**config.mk**
```make
export PLATFORM = sky130hd
export DESIGN_NAME = mixer_mac_ctrl_flat
export DESIGN_NICKNAME = d
export VERILOG_FILES = /design/src/rtl/mixer_pkg.sv /design/src/rtl/mixer_mac_ctrl_if.sv /design/src/rtl/mixer_pixel.sv /design/src/rtl/mixer_mac_ctrl.sv /design/src/flat_wrapper.sv
export SDC_FILE = /design/constraint.sdc
export NUM_CORES = 1
export LEC_CHECK = 0
export CAP_MARGIN = 20
export CORE_MARGIN = 5
export CORE_UTILIZATION = 39
export DETAILED_ROUTE_END_ITERATION = 12
export PLACE_DENSITY = 0.63
export SYNTH_ARGS = -nofsm -noshare
export SYNTH_HDL_FRONTEND = slang
export SYNTH_SLANG_ARGS = --single-unit
export TNS_END_PERCENT = 5
```
**constraint.sdc**
```tcl
create_clock -name clk -period 16.3 [get_ports clk]
set_input_delay 2.445 -clock clk [delete_from_list [all_inputs] [get_ports clk]]
set_output_delay 2.445 -clock clk [all_outputs]
set_load 0.03 [all_outputs]
```
**src/rtl/mixer_pkg.sv**
```systemverilog
// Shared types and constants for the convolution MAC sequencer.
package mixer_pkg;

  typedef enum logic [1:0] {
    ST_IDLE  = 2'd0,
    ST_MAC   = 2'd1,
    ST_FLUSH = 2'd2,
    ST_DONE  = 2'd3
  } state_e;

  localparam int SAT_MAX   = 127;
  localparam int SAT_MIN   = -128;
  localparam int KSIZE_DEF = 25;
  localparam int ACC_W_DEF = 16;

  // Clip a wide signed value to int8; returns {clipped, value}.
  function automatic logic [8:0] sat_clip8(input logic signed [31:0] v);
    logic [8:0] r;
    if (v > SAT_MAX) begin
      r = {1'b1, 8'h7F};
    end else if (v < SAT_MIN) begin
      r = {1'b1, 8'h80};
    end else begin
      r = {1'b0, v[7:0]};
    end
    return r;
  endfunction

endpackage

```
**src/rtl/mixer_mac_ctrl_if.sv**
```systemverilog
// Operand stream, result stream and control handshake of the MAC sequencer.
interface mixer_mac_ctrl_if;
  logic              start;
  logic              busy;
  logic              pix_valid;
  logic              pix_ready;
  logic signed [7:0] pix_data;
  logic signed [7:0] wgt_data;
  logic              out_valid;
  logic              out_ready;
  logic signed [7:0] out_data;
  logic              out_sat;

  modport slave (
    input  start, pix_valid, pix_data, wgt_data, out_ready,
    output busy, pix_ready, out_valid, out_data, out_sat
  );

  modport master (
    output start, pix_valid, pix_data, wgt_data, out_ready,
    input  busy, pix_ready, out_valid, out_data, out_sat
  );
endinterface

```
**src/rtl/mixer_pixel.sv**
```systemverilog
// Signed 8x8 multiplier keeping only the low byte of the product.
module mixer_pixel (
  input  logic signed [7:0] a_i,
  input  logic signed [7:0] b_i,
  output logic signed [7:0] p_o
);
  assign p_o = a_i * b_i;
endmodule

```
**src/rtl/mixer_mac_ctrl.sv**
```systemverilog
// Time-shares one mixer_pixel multiplier across a KSIZE-tap window and
// returns one saturated int8 result per window.
module mixer_mac_ctrl
  import mixer_pkg::*;
#(
  parameter int KSIZE = KSIZE_DEF,
  parameter int ACC_W = ACC_W_DEF
) (
  input  logic            clk,
  input  logic            rst,
  mixer_mac_ctrl_if.slave bus
);

  localparam int CNT_W = (KSIZE > 1) ? $clog2(KSIZE) : 1;

  state_e                   state_q, state_d;
  logic signed [ACC_W-1:0]  acc_q, acc_d;
  logic        [CNT_W-1:0]  cnt_q, cnt_d;
  logic                     op_vld_q, op_vld_d;
  logic signed [7:0]        opa_q, opa_d;
  logic signed [7:0]        opb_q, opb_d;
  logic signed [7:0]        prod_s;
  logic                     accept_s;
  logic        [8:0]        sat_s;

  mixer_pixel u_mul (
    .a_i (opa_q),
    .b_i (opb_q),
    .p_o (prod_s)
  );

  assign accept_s = (state_q == ST_MAC) && bus.pix_valid;

  // Next-state, accumulate and operand-capture logic.
  always_comb begin
    state_d  = state_q;
    acc_d    = acc_q;
    cnt_d    = cnt_q;
    op_vld_d = op_vld_q;
    opa_d    = opa_q;
    opb_d    = opb_q;

    // The pair captured last cycle is folded in one edge later, hence FLUSH.
    if (op_vld_q && ((state_q == ST_MAC) || (state_q == ST_FLUSH))) begin
      acc_d = acc_q + {{(ACC_W-8){prod_s[7]}}, prod_s};
    end else begin
      acc_d = acc_q;
    end

    case (state_q)
      ST_IDLE: begin
        if (bus.start) begin
          state_d  = ST_MAC;
          acc_d    = '0;
          cnt_d    = '0;
          op_vld_d = 1'b0;
        end else begin
          state_d  = ST_IDLE;
        end
      end
      ST_MAC: begin
        if (accept_s) begin
          opa_d    = bus.pix_data;
          opb_d    = bus.wgt_data;
          op_vld_d = 1'b1;
          cnt_d    = cnt_q + CNT_W'(1);
          if (cnt_q == CNT_W'(KSIZE - 1)) begin
            state_d = ST_FLUSH;
          end else begin
            state_d = ST_MAC;
          end
        end else begin
          op_vld_d = 1'b0;
        end
      end
      ST_FLUSH: begin
        op_vld_d = 1'b0;
        state_d  = ST_DONE;
      end
      ST_DONE: begin
        if (bus.out_ready) begin
          state_d = ST_IDLE;
        end else begin
          state_d = ST_DONE;
        end
      end
      default: begin
        state_d  = ST_IDLE;
        op_vld_d = 1'b0;
      end
    endcase
  end

  // State and datapath registers with synchronous reset.
  always_ff @(posedge clk) begin
    if (rst) begin
      state_q  <= ST_IDLE;
      acc_q    <= '0;
      cnt_q    <= '0;
      op_vld_q <= 1'b0;
      opa_q    <= 8'sd0;
      opb_q    <= 8'sd0;
    end else begin
      state_q  <= state_d;
      acc_q    <= acc_d;
      cnt_q    <= cnt_d;
      op_vld_q <= op_vld_d;
      opa_q    <= opa_d;
      opb_q    <= opb_d;
    end
  end

  // acc only moves in MAC/FLUSH, so the clipped view is stable throughout DONE.
  assign sat_s         = sat_clip8(int'(acc_q));
  assign bus.out_sat   = sat_s[8];
  assign bus.out_data  = sat_s[7:0];
  assign bus.busy      = (state_q != ST_IDLE);
  assign bus.pix_ready = (state_q == ST_MAC);
  assign bus.out_valid = (state_q == ST_DONE);

endmodule
```
**src/flat_wrapper.sv**
```systemverilog
// flat-port wrapper written by rule: the top's interface ports become plain ports
module mixer_mac_ctrl_flat import mixer_pkg::*;
#(
  parameter int KSIZE = KSIZE_DEF,
  parameter int ACC_W = ACC_W_DEF
)
  (clk, rst, bus_start, bus_pix_valid, bus_pix_data, bus_wgt_data, bus_out_ready, bus_busy, bus_pix_ready, bus_out_valid, bus_out_data, bus_out_sat);
  mixer_mac_ctrl_if bus_i ();
  input  logic clk;
  input  logic rst;
  input wire logic [$bits(bus_i.start)-1:0] bus_start;
  input wire logic [$bits(bus_i.pix_valid)-1:0] bus_pix_valid;
  input wire logic [$bits(bus_i.pix_data)-1:0] bus_pix_data;
  input wire logic [$bits(bus_i.wgt_data)-1:0] bus_wgt_data;
  input wire logic [$bits(bus_i.out_ready)-1:0] bus_out_ready;
  output wire logic [$bits(bus_i.busy)-1:0] bus_busy;
  output wire logic [$bits(bus_i.pix_ready)-1:0] bus_pix_ready;
  output wire logic [$bits(bus_i.out_valid)-1:0] bus_out_valid;
  output wire logic [$bits(bus_i.out_data)-1:0] bus_out_data;
  output wire logic [$bits(bus_i.out_sat)-1:0] bus_out_sat;
  assign bus_i.start = bus_start;
  assign bus_i.pix_valid = bus_pix_valid;
  assign bus_i.pix_data = bus_pix_data;
  assign bus_i.wgt_data = bus_wgt_data;
  assign bus_i.out_ready = bus_out_ready;
  assign bus_busy = bus_i.busy;
  assign bus_pix_ready = bus_i.pix_ready;
  assign bus_out_valid = bus_i.out_valid;
  assign bus_out_data = bus_i.out_data;
  assign bus_out_sat = bus_i.out_sat;
  mixer_mac_ctrl #(.KSIZE(KSIZE), .ACC_W(ACC_W)) u_core (.clk(clk), .rst(rst), .bus(bus_i));
endmodule
```
==> flow_metrics.py, run 1 <==
metrics = {
    "status": {
        "status": "finished, final reports clean",
    },
    "clock_network": {
        "cts_tree": "done",
        "cts_resized": 0,
        "cts_sinks": 40,
        "cts_setup_buffers": 0,
        "htree_levels": 2,
        "insertion_delay_ps": 300,
        "cts_root_buffer": "clkbuf_8",
        "cts-buffers-inserted": 5,
        "ctsHoldBuffers": 0,
        "path_clk_slew_ps": 80,
        "clock_path_buffers": 2,
    },
    "layout": {
        "fill_cells": 832,
        "mostFrequentLayoutCells": "nand2_1 (68), a21oi_1 (45), inv_1 (45)",
        "layout_commonest_cell": "nand2_1",
        "nets": 523,
        "fin_area_um2": 3800,
        "drive_gt1_share_pct": 1.79,
        "antennaDiodeCount": 0,
        "final_util_pct": 46.0,
        "syn_to_final_growth_pct": 14.9,
    },
    "detailed_routing": {
        "wl_per_cell_um": 12.6,
        "ant_nets": 0,
        "remaining_drc_errors": 0,
        "vias_per_cell": 4.98,
        "routed-via-count": 2756,
        "wirelength_mm": 6.98,
        "drt_iter0_markers": 68,
        "dr.pass1.iters": 4,
    },
    "power": {
        "p_comb_share_pct": 16.3,
        "p_switching_mw": 0.0589,
        "power_density_nw_per_um2": 54.8,
        "p_int_mw": 0.149,
        "seqPwrFrac_pct": 49.5,
        "sw_frac_of_total_pct": 28.3,
        "leakage_nw": 1.61,
        "clkPwrFrac_pct": 34.2,
        "power.total_mw": 0.208,
        "vdd.ir_drop.worst_uv": 33.0,
    },
    "timing": {
        "fmax_mhz": 180,
        "clock_skew_ps": 9.72,
        "maxSlewHeadroom_pct": 44.9,
        "hold_ws_ps": 473,
        "maxSlewViolCount": 0,
        "hold_violations": 0,
        "final-setup-viol-count": 0,
        "min_period_ps": 5540,
        "rsz0062_at_grt": "no",
        "setup_tns_ps": 0,
        "worst_pin_slew_ps": 824,
        "finalCritPeriodShare_pct": 34.0,
    },
    "setup_path": {
        "r2r-start": "u_core.opa_q[1]",
        "cp_max_fo": 10,
        "path_class": "register to register",
        "cp.required_ps": 16520,
        "cp-start-kind": "register",
        "slowest_stage": "fa_1",
        "path_cells": "nand2_1 -> fa_1 -> fa_1 -> fa_1 -> fa_1 -> inv_1 -> ha_1 -> a21oi_1 -> xnor2_1 -> xnor2_2 -> ha_1 -> a21o_1 -> a21oi_1 -> o31ai_1 -> a21oi_1 -> o21ai_0 -> xnor2_1 -> or3_1 -> a21oi_1",
        "cp_slowest_stage_delay_ps": 570,
        "cp.arrival_ps": 5770,
        "crit_path_end_kind": "register",
        "crit_start": "u_core.opa_q[1]",
    },
    "yosys": {
        "synth_top_area_cell": "dfxtp_1",
        "syn_area_um2": 3310,
        "synthSimpleGateAreaFrac_pct": 21.9,
        "yosysWarningCount": 0,
        "synthMuxAreaShare_pct": 0.303,
        "synth_edf_count": 0,
        "synth_top_area_share_pct": 24.2,
        "syn_nets": 495,
        "synth_xor_area_share_pct": 7.87,
        "yosysSeqAreaShare_pct": 24.2,
        "ys.flop_type": "dfxtp_1",
        "syn_avg_cell_area_um2": 7.89,
        "ys_ff_latch": 40,
        "synth_compound_area_share_pct": 15.4,
        "syn_inst": 419,
        "async_flop_share_pct": 0,
        "synth_top_family_by_area": "adder cells",
        "yosys.area_share.adder_pct": 23.8,
        "yosysUniqueCellTypes": 37,
        "yosys-top-cells-area": "dfxtp_1 (24%), ha_1 (16%), fa_1 (7.9%)",
    },
    "placement": {
        "dpl_cell_area_um2": 3710,
        "dp_hpwl_mm": 5.45,
        "port-buffer-count": 32,
        "place.gp.congestion": 0.860,
    },
    "grt": {
        "grt_pass1_wl_mm": 12.3,
        "grt_use_total_pct": 14.5,
        "grt_overflow": 0,
        "grt_max_degree": 25,
        "grt_pass1_vias": 2655,
        "antenna_found_initial": 0,
    },
    "min_path": {
        "hp-start": "u_core.opa_q[7]",
        "holdCritPathClass": "register to register",
    },
    "flow_run": {
        "cap_violations": 0,
    },
    "floorplan": {
        "std_cell_rows": 33,
        "die-area_um2": 10400,
        "fp.dieH_um": 102,
        "pin_count": 33,
        "fp.coreArea_um2": 8260,
        "die_x_um": 102,
        "start_util_pct": 40.0,
    },
}
[per-stage QoR]
step	instances	worst slack, ps
detailed placement	545	10740
finish	553	10760
global placement	545	10870
floorplan	419	11180
global route	553	10400
CTS	553	10740
[cells in the mapped netlist, types with 5 or more instances]
| cell | count |
|---|---|
| a21o_1 | 5 |
| a21oi_1 | 45 |
| and2_1 | 29 |
| clkbuf_1 | 9 |
| dfxtp_1 | 40 |
| fa_1 | 13 |
| ha_1 | 42 |
| inv_1 | 45 |
| nand2_1 | 68 |
| nand3_1 | 6 |
| nand4_1 | 5 |
| nor2_1 | 18 |
| nor3_1 | 7 |
| o21a_1 | 9 |
| o21ai_0 | 9 |
| xnor2_1 | 19 |
| xor2_1 | 7 |
[power groups by stage]
stage | clock network (mW) | logic, mW | registers, mW
3_3_place_gp | 0 | 0.0335 | 0.105
3_5_place_dp | 0 | 0.0340 | 0.105
5_1_grt | 0.0780 | 0.0382 | 0.104
4_1_cts | 0.0751 | 0.0342 | 0.103
6_report | 0.0712 | 0.0340 | 0.103
2_1_floorplan | 0 | 0.0230 | 0.104
[kinds of logic (layout without fill, tap and decap cells)]
kind of cell	after synthesis	after routing
buffers and inverters	56	85
adder cells (fa/ha/maj)	55	55
AO/OA/AOI/OAI	87	87
XOR/XNOR	28	28
multiplexers	1	1
AND/OR/NAND/NOR	152	152
flip-flops	40	40
[layout make-up]
type                            instances  area [um2]  area share (%)
Inverter                               45         169            4.45
Sequential cell                        40         801            21.1
Multi-Input combinational cell        323        2290            60.2
Tap cell                              105         131            3.46
Clock buffer                            8        90.1            2.37
Timing Repair Buffer                   32         320            8.43
[worst max-delay path: cells and delay by family, from the launching register on]
| family | cells | cell delay (ps) |
|---|---|---|
| adder cells (fa/ha/maj) | 6 | 2700 |
| AO/OA/AOI/OAI | 7 | 1110 |
| XOR/XNOR | 3 | 770 |
| AND/OR/NAND/NOR | 2 | 430 |
| flip-flops | 1 | 420 |
| buffers and inverters | 1 | 40 |
[flip-flops by register name, summed over array words and instances, names as in the netlist]
register and count:
u_core.acc_q 16, u_core.cnt_q 5, u_core.op_vld_q 1, u_core.opa_q 8, u_core.opb_q 8, u_core.state_q 2
[worst paths after layout]
check                     end  slack (ps)  cells after the start
max          u_core.acc_q[15]       10760                     19
min           u_core.opa_q[7]         470                      2
max reg2reg  u_core.acc_q[15]       10760                     19
min reg2reg   u_core.opa_q[7]         470                      2
[routing by layer]
metal | vias up | global-route usage, % | share of wire, %
met5 | - | 0 | 0
met4 | 0 | 3.94 | 1.1
met3 | 6 | 2.80 | 3.8
met2 | 44 | 23.7 | 44
met1 | 1254 | 19.7 | 51
li1 | 1452 | - | -
No activity file was read; power rests on OpenSTA's default activity.
==> inputs of run 2 (changes only) <==
--- a/config.mk
+++ b/config.mk
@@ -9,7 +9,7 @@
 export CORE_MARGIN = 5
 export CORE_UTILIZATION = 39
 export DETAILED_ROUTE_END_ITERATION = 12
-export PLACE_DENSITY = 0.63
+export PLACE_DENSITY = 0.65
 export SYNTH_ARGS = -nofsm -noshare
 export SYNTH_HDL_FRONTEND = slang
 export SYNTH_SLANG_ARGS = --single-unit
==> constraint.sdc (replaced) <==
create_clock -name clk -period 4.7 [get_ports clk]
set_input_delay 0.705 -clock clk [delete_from_list [all_inputs] [get_ports clk]]
set_output_delay 0.705 -clock clk [all_outputs]
set_load 0.03 [all_outputs]
==> flow_metrics.py, run 2 (same netlist as run 1, synthesis figures left out) <==
metrics = {
    "status": {
        "status": "finished, violations left",
        "violations": "setup timing",
    },
    "floorplan": {
        "fp.dieH_um": 102,
        "pin_count": 33,
        "fp.coreArea_um2": 8260,
        "std_cell_rows": 33,
        "die_x_um": 102,
        "die-area_um2": 10400,
        "start_util_pct": 40.0,
    },
    "timing": {
        "min_period_ps": 4880,
        "maxSlewViolCount": 0,
        "final-setup-viol-count": 5,
        "hold_violations": 0,
        "clock_skew_ps": 8.74,
        "rsz0062_at_grt": "yes",
        "layout_setup_ws_ps": -182,
        "setup_tns_ps": -644,
        "finalCritPeriodShare_pct": 104,
        "maxSlewHeadroom_pct": 45.8,
        "worst_pin_slew_ps": 813,
        "fmax_mhz": 205,
    },
    "setup_path": {
        "cp_max_fo": 8,
        "cp.arrival_ps": 5100,
        "cp.required_ps": 4920,
        "worst-path-buf-inv": 2,
        "cp-start-kind": "register",
        "path_cells": "nand2_1 -> fa_2 -> fa_1 -> fa_1 -> fa_2 -> inv_1 -> ha_4 -> a21oi_4 -> xnor2_2 -> xnor2_4 -> buf_12 -> ha_4 -> a21o_1 -> a21oi_2 -> o31ai_2 -> a21oi_2 -> o21ai_2 -> xnor2_1 -> or3_1 -> a21oi_2",
        "path_depth": 20,
        "path_class": "register to register",
        "slowest_stage": "fa_2",
        "crit_path_end_kind": "register",
        "r2r-start": "u_core.opa_q[2]",
        "crit_top_cell": "a21oi_2",
        "r2r.worst_path.cells": 20,
        "reg2reg_slack_ps": -180,
        "path_delay_family": "adder cells",
        "r2r_end": "u_core.acc_q[15]",
        "cp_slowest_stage_delay_ps": 570,
    },
    "layout": {
        "largest_register": "u_core.acc_q",
        "seq_area_um2": 813,
        "top_regs": "u_core.acc_q x16, u_core.opa_q x8, u_core.opb_q x8",
        "final_util_pct": 52.1,
        "fill_cells": 797,
        "mostFrequentLayoutCells": "nand2_1 (67), inv_1 (45), a21oi_1 (41)",
        "layout_commonest_cell": "nand2_1",
        "drive_gt1_share_pct": 16.4,
        "nets": 564,
        "largest_reg_flops": 16,
        "antennaDiodeCount": 0,
        "syn_to_final_growth_pct": 30.2,
        "multi_input_area_um2": 2430,
    },
    "grt": {
        "grt_use_total_pct": 15.5,
        "grt_pass1_wl_mm": 13.0,
        "grt_pass1_vias": 2845,
        "grt_overflow": 0,
        "antenna_found_initial": 0,
        "grt_max_degree": 25,
    },
    "detailed_routing": {
        "ant_nets": 0,
        "remaining_drc_errors": 0,
        "dr.pass1.iters": 4,
        "wirelength_mm": 7.48,
        "vias_per_cell": 4.85,
        "routed-via-count": 2883,
        "drt_iter0_markers": 79,
        "wl_per_cell_um": 12.6,
    },
    "min_path": {
        "holdPathStages": 2,
        "holdCritPathClass": "register to register",
        "hp-start": "u_core.opa_q[7]",
        "worst_hold_path.endpoint": "u_core.opa_q[7]",
    },
    "clock_network": {
        "htree_levels": 2,
        "cts_sinks": 40,
        "insertion_delay_ps": 300,
        "cts_root_buffer": "clkbuf_8",
        "cts_tree": "done",
        "cts-buffers-inserted": 5,
        "path_clk_slew_ps": 90,
        "ctsHoldBuffers": 0,
        "clock_path_buffers": 2,
    },
    "power": {
        "power_density_nw_per_um2": 189,
        "leakage_nw": 1.85,
        "vdd.ir_drop.worst_uv": 133,
    },
    "flow_run": {
        "cap_violations": 0,
    },
    "placement": {
        "place.gp.congestion": 0.868,
        "dp_hpwl_mm": 5.93,
        "port-buffer-count": 32,
        "post-place-ws_ps": -388,
    },
}
-- run 2: changes by cell type in the layout (fill, tap and decap cells not counted), moves of 4 or more --
cell	delta
ha_4	+5
a21oi_1	-4
ha_1	-5
dfxtp_1	-10
buf_4	+40
dfxtp_2	+10
-- run 2: final cells by class --
| type | instances | share of cell area, % |
|---|---|---|
| Timing Repair Buffer | 73 | 14.9 |
| Clock buffer | 5 | 1.60 |
| Multi-Input combinational cell | 323 | 56.5 |
| Tap cell | 105 | 3.05 |
| Sequential cell | 40 | 18.9 |
| Clock inverter | 3 | 1.10 |
| Inverter | 45 | 3.92 |
-- run 2: power breakdown --
group / switching (mW) / internal, mW
sequential: 0.00835 / 0.348
clock: 0.138 / 0.160
combinational: 0.0794 / 0.0800
total: 0.226 / 0.588
-- run 2: timing repair --
action,in CTS,in global routing
buffers inserted,4,0
setup endpoints to repair,7,7
pin swaps,9,0
resized for setup,12,9
-- run 2: per-stage QoR --
step | total power [mW] | cell area [um2] | std cells | hold WS, ps
after floorplan | 0.447 | 3390 | 419 | 436
after global placement | 0.510 | 4070 | 582 | 448
after detailed placement | 0.513 | 4070 | 582 | 452
after CTS | 0.822 | 4270 | 594 | 465
after global routing | 0.849 | 4300 | 594 | 501
final | 0.814 | 4300 | 594 | 460
-- run 2: worst max-delay path by stage --
stage / to / slack, ps / start
2_1_floorplan: u_core.acc_q[15] / -90 / u_core.opb_q[0]
3_3_place_gp: u_core.acc_q[14] / -260 / u_core.opa_q[2]
3_5_place_dp: u_core.acc_q[14] / -390 / u_core.opa_q[2]
4_1_cts: u_core.acc_q[12] / -230 / u_core.opa_q[2]
5_1_grt: u_core.acc_q[15] / -440 / u_core.opb_q[0]
6_report: u_core.acc_q[15] / -180 / u_core.opa_q[2]
-- run 2: layer usage --
metal	wire length, um	global-route usage (%)	vias up
li1	-	-	1524
met3	232	1.98	7
met4	82	3.63	0
met2	3440	25.5	45
met1	3720	21.6	1307
met5	0	0	-
-- run 2: worst reg2reg max path: stages (launching register included) --
cell and delay, ps:
dfxtp_2 390, nand2_1 100, fa_2 370, fa_1 460
fa_1 510, fa_2 570, inv_1 60, ha_4 250
a21oi_4 160, xnor2_2 170, xnor2_4 160, buf_12 160
ha_4 220, a21o_1 180, a21oi_2 150, o31ai_2 90
a21oi_2 150, o21ai_2 80, xnor2_1 130, or3_1 320
a21oi_2 140
